**src/rtl/alu_rs_scheduler_pkg.sv**
```systemverilog
// -----------------------------------------------------------------------------
// rv32i_types : shared types for the ALU reservation station scheduler.
//   alu_op_e       - add/logic functional-unit operation codes
//   decode_info_t  - decoded instruction payload carried through the station
//   rs_tag_t       - physical register tag container (widest supported tag)
//   rs_entry_t     - one station entry: valid, info, pd, ps1, ps2, rdy1, rdy2
//   tag_match()    - result-broadcast tag comparison helper
// Tags narrower than RS_TAG_MAX_BITS are stored zero-extended, so comparing
// full-width containers is equivalent to comparing the real tags.
// -----------------------------------------------------------------------------
package rv32i_types;

  localparam int unsigned RS_TAG_MAX_BITS = 8;

  typedef enum logic [3:0] {
    ALU_ADD  = 4'd0,
    ALU_SUB  = 4'd1,
    ALU_AND  = 4'd2,
    ALU_OR   = 4'd3,
    ALU_XOR  = 4'd4,
    ALU_SLL  = 4'd5,
    ALU_SRL  = 4'd6,
    ALU_SRA  = 4'd7,
    ALU_SLT  = 4'd8,
    ALU_SLTU = 4'd9
  } alu_op_e;

  typedef struct packed {
    alu_op_e     op;
    logic        use_imm;
    logic [11:0] imm;
  } decode_info_t;

  typedef logic [RS_TAG_MAX_BITS-1:0] rs_tag_t;

  typedef struct packed {
    logic         valid;
    decode_info_t info;
    rs_tag_t      pd;
    rs_tag_t      ps1;
    rs_tag_t      ps2;
    logic         rdy1;
    logic         rdy2;
  } rs_entry_t;

  function automatic logic tag_match(input logic cv, input rs_tag_t a, input rs_tag_t b);
    return cv && (a == b);
  endfunction

endpackage

```
**src/rtl/alu_rs_scheduler_age_select.sv**
```systemverilog
// -----------------------------------------------------------------------------
// age_select : oldest-eligible picker driven by an age matrix.
//   i_eligible [N]   - entries that could issue this cycle
//   i_age [N][N]     - i_age[a][b] set means entry a is older than entry b
//   o_grant [N]      - one-hot grant of the eligible entry with no older
//                      eligible entry
//   o_valid          - at least one entry is eligible
// -----------------------------------------------------------------------------
module age_select #(
  parameter int unsigned N = 4
) (
  input  logic [N-1:0]        i_eligible,
  input  logic [N-1:0][N-1:0] i_age,
  output logic [N-1:0]        o_grant,
  output logic                o_valid
);

  always_comb begin
    o_grant = '0;
    for (int unsigned i = 0; i < N; i++) begin
      logic w_blocked;
      w_blocked = 1'b0;
      for (int unsigned j = 0; j < N; j++) begin
        if (j != i && i_eligible[j] && i_age[j][i]) w_blocked = 1'b1;
      end
      o_grant[i] = i_eligible[i] && !w_blocked;
    end
  end

  assign o_valid = |i_eligible;

endmodule

```
**src/rtl/alu_rs_scheduler.sv**
```systemverilog
// -----------------------------------------------------------------------------
// alu_rs_scheduler : reservation station for the add/logic functional unit.
//   clk, rst (sync, active-high), flush (drop all entries)
//   dispatch_valid/ready, dispatch_info, dispatch_pd/ps1/ps2, dispatch_psN_rdy
//   cdb_valid, cdb_pd           - result broadcast used for wakeup
//   issue_valid/ready, issue_info, issue_pd/ps1/ps2 - oldest ready entry
//   occupancy                   - registered count of valid entries
// Optional macro ALU_RS_WAKEUP_BYPASS_EN: a source matching the current
// broadcast counts as ready for selection in the same cycle.
// -----------------------------------------------------------------------------
module alu_rs_scheduler
  import rv32i_types::*;
#(
  parameter int unsigned PHYS_REG_BITS = 6,
  parameter int unsigned NUM_ENTRIES   = 4
) (
  input  logic                             clk,
  input  logic                             rst,
  input  logic                             flush,
  input  logic                             dispatch_valid,
  output logic                             dispatch_ready,
  input  decode_info_t                     dispatch_info,
  input  logic [PHYS_REG_BITS-1:0]         dispatch_pd,
  input  logic [PHYS_REG_BITS-1:0]         dispatch_ps1,
  input  logic [PHYS_REG_BITS-1:0]         dispatch_ps2,
  input  logic                             dispatch_ps1_rdy,
  input  logic                             dispatch_ps2_rdy,
  input  logic                             cdb_valid,
  input  logic [PHYS_REG_BITS-1:0]         cdb_pd,
  output logic                             issue_valid,
  input  logic                             issue_ready,
  output decode_info_t                     issue_info,
  output logic [PHYS_REG_BITS-1:0]         issue_pd,
  output logic [PHYS_REG_BITS-1:0]         issue_ps1,
  output logic [PHYS_REG_BITS-1:0]         issue_ps2,
  output logic [$clog2(NUM_ENTRIES+1)-1:0] occupancy
);

  localparam int unsigned OCC_W = $clog2(NUM_ENTRIES + 1);
  localparam int unsigned IDX_W = $clog2(NUM_ENTRIES);

  rs_entry_t                               r_ent [NUM_ENTRIES];
  logic [NUM_ENTRIES-1:0][NUM_ENTRIES-1:0] r_age;
  logic [OCC_W-1:0]                        r_occ;

  rs_tag_t                  w_cdb_tag;
  logic [NUM_ENTRIES-1:0]   w_valid;
  logic [NUM_ENTRIES-1:0]   w_hit1;
  logic [NUM_ENTRIES-1:0]   w_hit2;
  logic [NUM_ENTRIES-1:0]   w_src1_ok;
  logic [NUM_ENTRIES-1:0]   w_src2_ok;
  logic [NUM_ENTRIES-1:0]   w_eligible;
  logic [NUM_ENTRIES-1:0]   w_grant;
  logic                     w_any;
  logic [IDX_W-1:0]         w_free_idx;
  rs_entry_t                w_new;
  rs_entry_t                w_sel;
  logic                     w_dispatch;
  logic                     w_issue;

  assign w_cdb_tag = rs_tag_t'(cdb_pd);

  always_comb begin
    for (int unsigned i = 0; i < NUM_ENTRIES; i++) begin
      w_valid[i]   = r_ent[i].valid;
      w_hit1[i]    = tag_match(cdb_valid, r_ent[i].ps1, w_cdb_tag);
      w_hit2[i]    = tag_match(cdb_valid, r_ent[i].ps2, w_cdb_tag);
`ifdef ALU_RS_WAKEUP_BYPASS_EN
      w_src1_ok[i] = r_ent[i].rdy1 | w_hit1[i];
      w_src2_ok[i] = r_ent[i].rdy2 | w_hit2[i];
`else
      w_src1_ok[i] = r_ent[i].rdy1;
      w_src2_ok[i] = r_ent[i].rdy2;
`endif
      w_eligible[i] = w_valid[i] & w_src1_ok[i] & w_src2_ok[i];
    end
  end

  age_select #(
    .N (NUM_ENTRIES)
  ) u_age_select (
    .i_eligible (w_eligible),
    .i_age      (r_age),
    .o_grant    (w_grant),
    .o_valid    (w_any)
  );

  // Lowest-index free slot; scanned high-to-low so the lowest index wins.
  always_comb begin
    w_free_idx = '0;
    for (int unsigned i = NUM_ENTRIES; i > 0; i--) begin
      if (!w_valid[i-1]) w_free_idx = IDX_W'(i - 1);
    end
  end

  always_comb begin
    w_new       = '0;
    w_new.valid = 1'b1;
    w_new.info  = dispatch_info;
    w_new.pd    = rs_tag_t'(dispatch_pd);
    w_new.ps1   = rs_tag_t'(dispatch_ps1);
    w_new.ps2   = rs_tag_t'(dispatch_ps2);
    w_new.rdy1  = dispatch_ps1_rdy | tag_match(cdb_valid, rs_tag_t'(dispatch_ps1), w_cdb_tag);
    w_new.rdy2  = dispatch_ps2_rdy | tag_match(cdb_valid, rs_tag_t'(dispatch_ps2), w_cdb_tag);
  end

  always_comb begin
    w_sel = '0;
    for (int unsigned i = 0; i < NUM_ENTRIES; i++) begin
      if (w_grant[i]) w_sel = r_ent[i];
    end
  end

  // rst is folded in so both handshake outputs show reset values while it is held.
  assign dispatch_ready = rst || (r_occ != OCC_W'(NUM_ENTRIES));
  assign issue_valid    = w_any && !flush && !rst;
  assign issue_info     = w_sel.info;
  assign issue_pd       = w_sel.pd[PHYS_REG_BITS-1:0];
  assign issue_ps1      = w_sel.ps1[PHYS_REG_BITS-1:0];
  assign issue_ps2      = w_sel.ps2[PHYS_REG_BITS-1:0];
  assign occupancy      = r_occ;

  assign w_dispatch = dispatch_valid && dispatch_ready && !flush && !rst;
  assign w_issue    = issue_valid && issue_ready;

  always_ff @(posedge clk) begin
    if (rst) begin
      for (int unsigned i = 0; i < NUM_ENTRIES; i++) r_ent[i] <= '0;
      r_age <= '0;
      r_occ <= '0;
    end else if (flush) begin
      for (int unsigned i = 0; i < NUM_ENTRIES; i++) r_ent[i].valid <= 1'b0;
      r_occ <= '0;
    end else begin
      for (int unsigned i = 0; i < NUM_ENTRIES; i++) begin
        if (w_valid[i] && w_hit1[i]) r_ent[i].rdy1 <= 1'b1;
        if (w_valid[i] && w_hit2[i]) r_ent[i].rdy2 <= 1'b1;
        if (w_issue && w_grant[i])   r_ent[i].valid <= 1'b0;
      end
      if (w_dispatch) begin
        r_ent[w_free_idx] <= w_new;
        // New entry is younger than every entry valid right now.
        for (int unsigned j = 0; j < NUM_ENTRIES; j++) begin
          r_age[w_free_idx][j] <= 1'b0;
          r_age[j][w_free_idx] <= (IDX_W'(j) != w_free_idx) && w_valid[j];
        end
      end
      unique case ({w_dispatch, w_issue})
        2'b10:   r_occ <= r_occ + OCC_W'(1);
        2'b01:   r_occ <= r_occ - OCC_W'(1);
        default: r_occ <= r_occ;
      endcase
    end
  end

endmodule

```
**config.mk**
```make
export PLATFORM = sky130hd
export DESIGN_NAME = alu_rs_scheduler
export DESIGN_NICKNAME = d
export VERILOG_FILES = /design/src/rtl/alu_rs_scheduler_pkg.sv /design/src/rtl/alu_rs_scheduler_age_select.sv /design/src/rtl/alu_rs_scheduler.sv
export SDC_FILE = /design/constraint.sdc
export NUM_CORES = 1
export LEC_CHECK = 0
export BUFFER_PORTS_ARGS = -buffer_cell sky130_fd_sc_hd__buf_4
export CORE_ASPECT_RATIO = 0.75
export CORE_MARGIN = 1
export CORE_UTILIZATION = 40
export CTS_CLUSTER_DIAMETER = 200
export DETAILED_ROUTE_END_ITERATION = 6
export PLACE_DENSITY = 0.63
export SKIP_CTS_REPAIR_TIMING = 1
export SLEW_MARGIN = 20
export SYNTH_ARGS = -nofsm -noshare
export SYNTH_HDL_FRONTEND = slang
export SYNTH_SLANG_ARGS = --single-unit
export TNS_END_PERCENT = 10
```
**constraint.sdc**
```tcl
create_clock -name clk -period 5 [get_ports clk]
set_input_delay 0.5 -clock clk [delete_from_list [all_inputs] [get_ports clk]]
set_output_delay 0.5 -clock clk [all_outputs]
set_load 0.01 [all_outputs]
```
==> metrics.log <==
INFO  metric syn_nets = 752
INFO  metric rows = 46
INFO  metric drt_iter0_drc = 442
INFO  metric synth_sequential_area_ratio = 55.12%
INFO  metric detailed_route_wire_length_per_cell = 20.16 um
INFO  metric end_kind = primary output
INFO  metric clk_skew = 0.009337 ns
INFO  metric grt_usage = 20.32%
INFO  metric place.detailed.hpwl = 13350 um
INFO  metric worstSetupPathType = flop to primary output
INFO  metric die_area = 0.02230 mm2
INFO  metric worst_skew_pair.late_latency = 0.43 ns
INFO  metric finalCritPeriodShare = 71.82%
INFO  metric port_buffers = 88
INFO  metric ys_types = 58
INFO  metric ios = 89
INFO  metric detail_route.first_pass.iterations = 5
INFO  metric power_density = 300.9 mW/mm2
INFO  metric seq_power_share = 53.5%
INFO  metric gr-usage-met1 = 27.17%
INFO  metric flow.area_growth_from_synthesis = 14.46%
INFO  metric setup_tns = 0 ns
INFO  metric timing.reg2reg.setup_slack = 2.50 ns
INFO  metric first_pass_grt_wire_length = 33380 um
INFO  metric startpoint_types = flop
INFO  metric max_slew.worst_pin.slew = 1.065 ns
INFO  metric maximum_number_of_pins_on_one_net_before_global_route_repair = 72
INFO  metric hold_viol = 0
INFO  metric setup_repair_after_global_routing_missed_its_margin = false
INFO  metric finalCriticalPeriod = 3.591 ns
INFO  metric worst_hold_path.endpoint = occupancy[2]
INFO  metric comb_power_share = 6.2%
INFO  metric gr-usage-met3 = 4.398%
INFO  metric die_y = 129.6 um
INFO  metric ctsRootBufferMaster = clkbuf_16
INFO  metric detailroute.via_count = 5796
INFO  metric timing.critical_path.arrival = 3.09 ns
INFO  metric insertedDiodeCount = 0
INFO  metric cell_leakage_power = 3.687 nW
INFO  metric antenna_left = 0
INFO  metric timing.critical_path.fanout_max = 37
INFO  metric gpl.final_weighted_congestion = 0.8247
INFO  metric p_sw_share = 23.81%
INFO  metric core_area = 0.02118 mm2
INFO  metric timing.final.setup_violations = 0
INFO  metric vdd_ir_drop_max = 213.5 uV
INFO  metric cts_max_path_buffers = 2
INFO  metric grt.busiest_layer = met2
INFO  metric gr-total-overflow = 0
INFO  metric run_status = complete, no violations
INFO  metric detail_route.drc_violations = 0
INFO  metric drv_cap = 0
INFO  metric slew_headroom = 28.75%
INFO  metric numClockSinks = 167
INFO  metric worstReg2RegEnd = occupancy[1]
INFO  metric post_synth_instance_area = 0.008681 mm2
INFO  metric global_route.usage.met2 = 33.47%
INFO  metric antenna_violations_before_repair = 0
INFO  metric viasPerCell = 5.437
INFO  metric power.net_switching = 0.7117 mW
INFO  metric min_delay_src = flush
INFO  metric vias_in_the_first_global_route = 5982
INFO  metric cts_htree_levels = 4
INFO  metric achievable-frequency = 0.2785 GHz
INFO  metric min_delay_path_depth = 2
INFO  metric final_non_filler_cell_total = 1066
INFO  metric die_w = 172.1 um
INFO  metric synthesis.yosys.warnings = 0
INFO  metric source_of_the_worst_register_to_register_timing_path = r_ent[2][37]
INFO  metric clk_pin_slew = 0.07 ns
INFO  metric crit_required = 4.50 ns
INFO  metric total_cts_buffers = 17
INFO  metric p_int = 2.278 mW
INFO  metric syn-instance-count = 701
INFO  metric synth.ff_latch_count = 167
INFO  metric worstRegToRegCells = 9
INFO  metric final_net_count = 816
INFO  metric slew_viol_final = 0
INFO  metric worst_hold_path_type = input pin to flop
INFO  metric clkPwrFrac = 40.3%
INFO  metric drt_wl_total = 21490 um
INFO  metric placed_cells = 1034
INFO  metric effective_utilization_at_floorplan = 40.99%
INFO  metric drive_above_1_share = 26.61%
INFO  metric syn_area_cell = 12.38 um2
INFO  metric tritoncts = done
[sequential cells by signal, indices dropped and copies added (netlist names)]
name       cells
r_age         12
occupancy      3
r_ent        152
[cells in the mapped netlist, drive strengths merged]
master / number / area share [%]
edfxtp: 144 / 50
clkinv: 1 / 0.043
o21a: 3 / 0.26
a31o: 2 / 0.20
o2bb2ai: 1 / 0.10
and4: 2 / 0.26
nand2b: 2 / 0.14
ha: 1 / 0.14
and2: 140 / 10
o2111a: 1 / 0.13
o221a: 2 / 0.26
and3: 7 / 0.62
nand4: 17 / 1.6
nor4: 11 / 1.0
fa: 1 / 0.23
inv: 10 / 0.43
xnor2: 31 / 3.1
a221oi: 36 / 5.8
o21bai: 1 / 0.087
dfxtp: 23 / 5.3
xor2: 32 / 3.2
clkbuf: 19 / 1.1
nor2b: 2 / 0.14
nor2: 53 / 2.6
mux2i: 1 / 0.12
a41o: 2 / 0.23
nand3: 5 / 0.29
o31ai: 35 / 4.8
nand2: 49 / 2.1
o21ai: 5 / 0.29
a211oi: 1 / 0.087
o311ai: 1 / 0.10
a22oi: 3 / 0.26
or3b: 1 / 0.13
or3: 4 / 0.29
a21oi: 8 / 0.46
or2: 2 / 0.14
nor3: 12 / 0.75
buf: 30 / 3.2
[layout by cell type, fill, tap and decap left out, drive strengths merged, types with 3 or more instances in the layout]
cell / Yosys / routed
dfxtp: 23 / 23
or3: 4 / 4
edfxtp: 144 / 144
clkbuf: 19 / 18
nor3: 12 / 12
a22oi: 3 / 3
xor2: 32 / 32
and3: 7 / 7
o21a: 3 / 3
nor2: 53 / 53
nand2: 49 / 49
clkinv: 1 / 9
o31ai: 35 / 35
o21ai: 5 / 5
nor4: 11 / 11
buf: 30 / 94
nand4: 17 / 17
a221oi: 36 / 36
inv: 10 / 14
nand3: 5 / 5
a21oi: 8 / 8
xnor2: 31 / 31
and2: 140 / 140
[power groups by stage]
stage	sequential [mW]	combinational [mW]	clock [mW]
2_1_floorplan	1.62	0.102	0
3_3_place_gp	1.63	0.181	0
3_5_place_dp	1.63	0.186	0
4_1_cts	1.60	0.186	1.22
5_1_grt	1.61	0.200	1.28
6_report	1.60	0.185	1.20
[cell type report]
type / instances / area [um2]
fillers: 1960 / 11240
flip-flops and latches: 167 / 4785
multi-input cells: 474 / 3515
repair buffers: 94 / 705.7
clock buffers: 18 / 429.2
well taps: 288 / 360.3
clock inverters: 14 / 100.1
inverters: 11 / 41.29
[per-stage QoR]
| step | cell area, um2 | total power, mW | worst slack, ns | hold slack (ns) | utilization [%] |
|---|---|---|---|---|---|
| after floorplan | 8681 | 1.723 | 2.727 | 0.4370 | - |
| after global placement | 9402 | 1.809 | 1.920 | 0.4552 | 44.39 |
| after detailed placement | 9402 | 1.817 | 1.870 | 0.4593 | 44.39 |
| after CTS | 9931 | 3.006 | 1.391 | 0.2884 | 46.89 |
| after global routing | 9936 | 3.089 | 1.202 | 0.2847 | 46.91 |
| final | 9936 | 2.990 | 1.409 | 0.3003 | 46.91 |
[metal layers]
metal	vias up	wire length (um)	share of wire (%)
met5	-	0	0
li1	2673	-	-
met2	190	10180	47
met4	0	208	0.97
met1	2915	9813	46
met3	18	1287	6.0
[worst max-delay path: stages, from the launching register on]
cell and delay [ns]:
dfxtp_1 0.56, nand4_1 0.15, and4_4 0.46, nor2_8 0.72, a221oi_1 0.18, o31ai_1 0.38, buf_4 0.19
[kinds of logic after synthesis]
logic type,synth area share [%]
flip-flops,55.12
buffers and inverters,4.742
AO/OA/AOI/OAI,13.02
adder cells (fa/ha/maj),0.3747
AND/OR/NAND/NOR,20.28
XOR/XNOR,6.356
multiplexers,0.1153
[worst max path at each step]
stage | start | endpoint | slack [ns] | cells after the start
after CTS | r_ent[3][37] | issue_ps2[0] | 1.39 | 6
after global placement | r_ent[3][37] | issue_ps2[1] | 1.92 | 6
after global routing | r_ent[2][37] | issue_ps2[0] | 1.20 | 6
after detailed placement | r_ent[3][37] | issue_ps2[0] | 1.87 | 6
final | r_ent[3][37] | issue_ps2[0] | 1.41 | 6
after floorplan | rst | r_ent[0][10] | 2.73 | 5
Note: power is estimated with default switching activity, not from simulation.
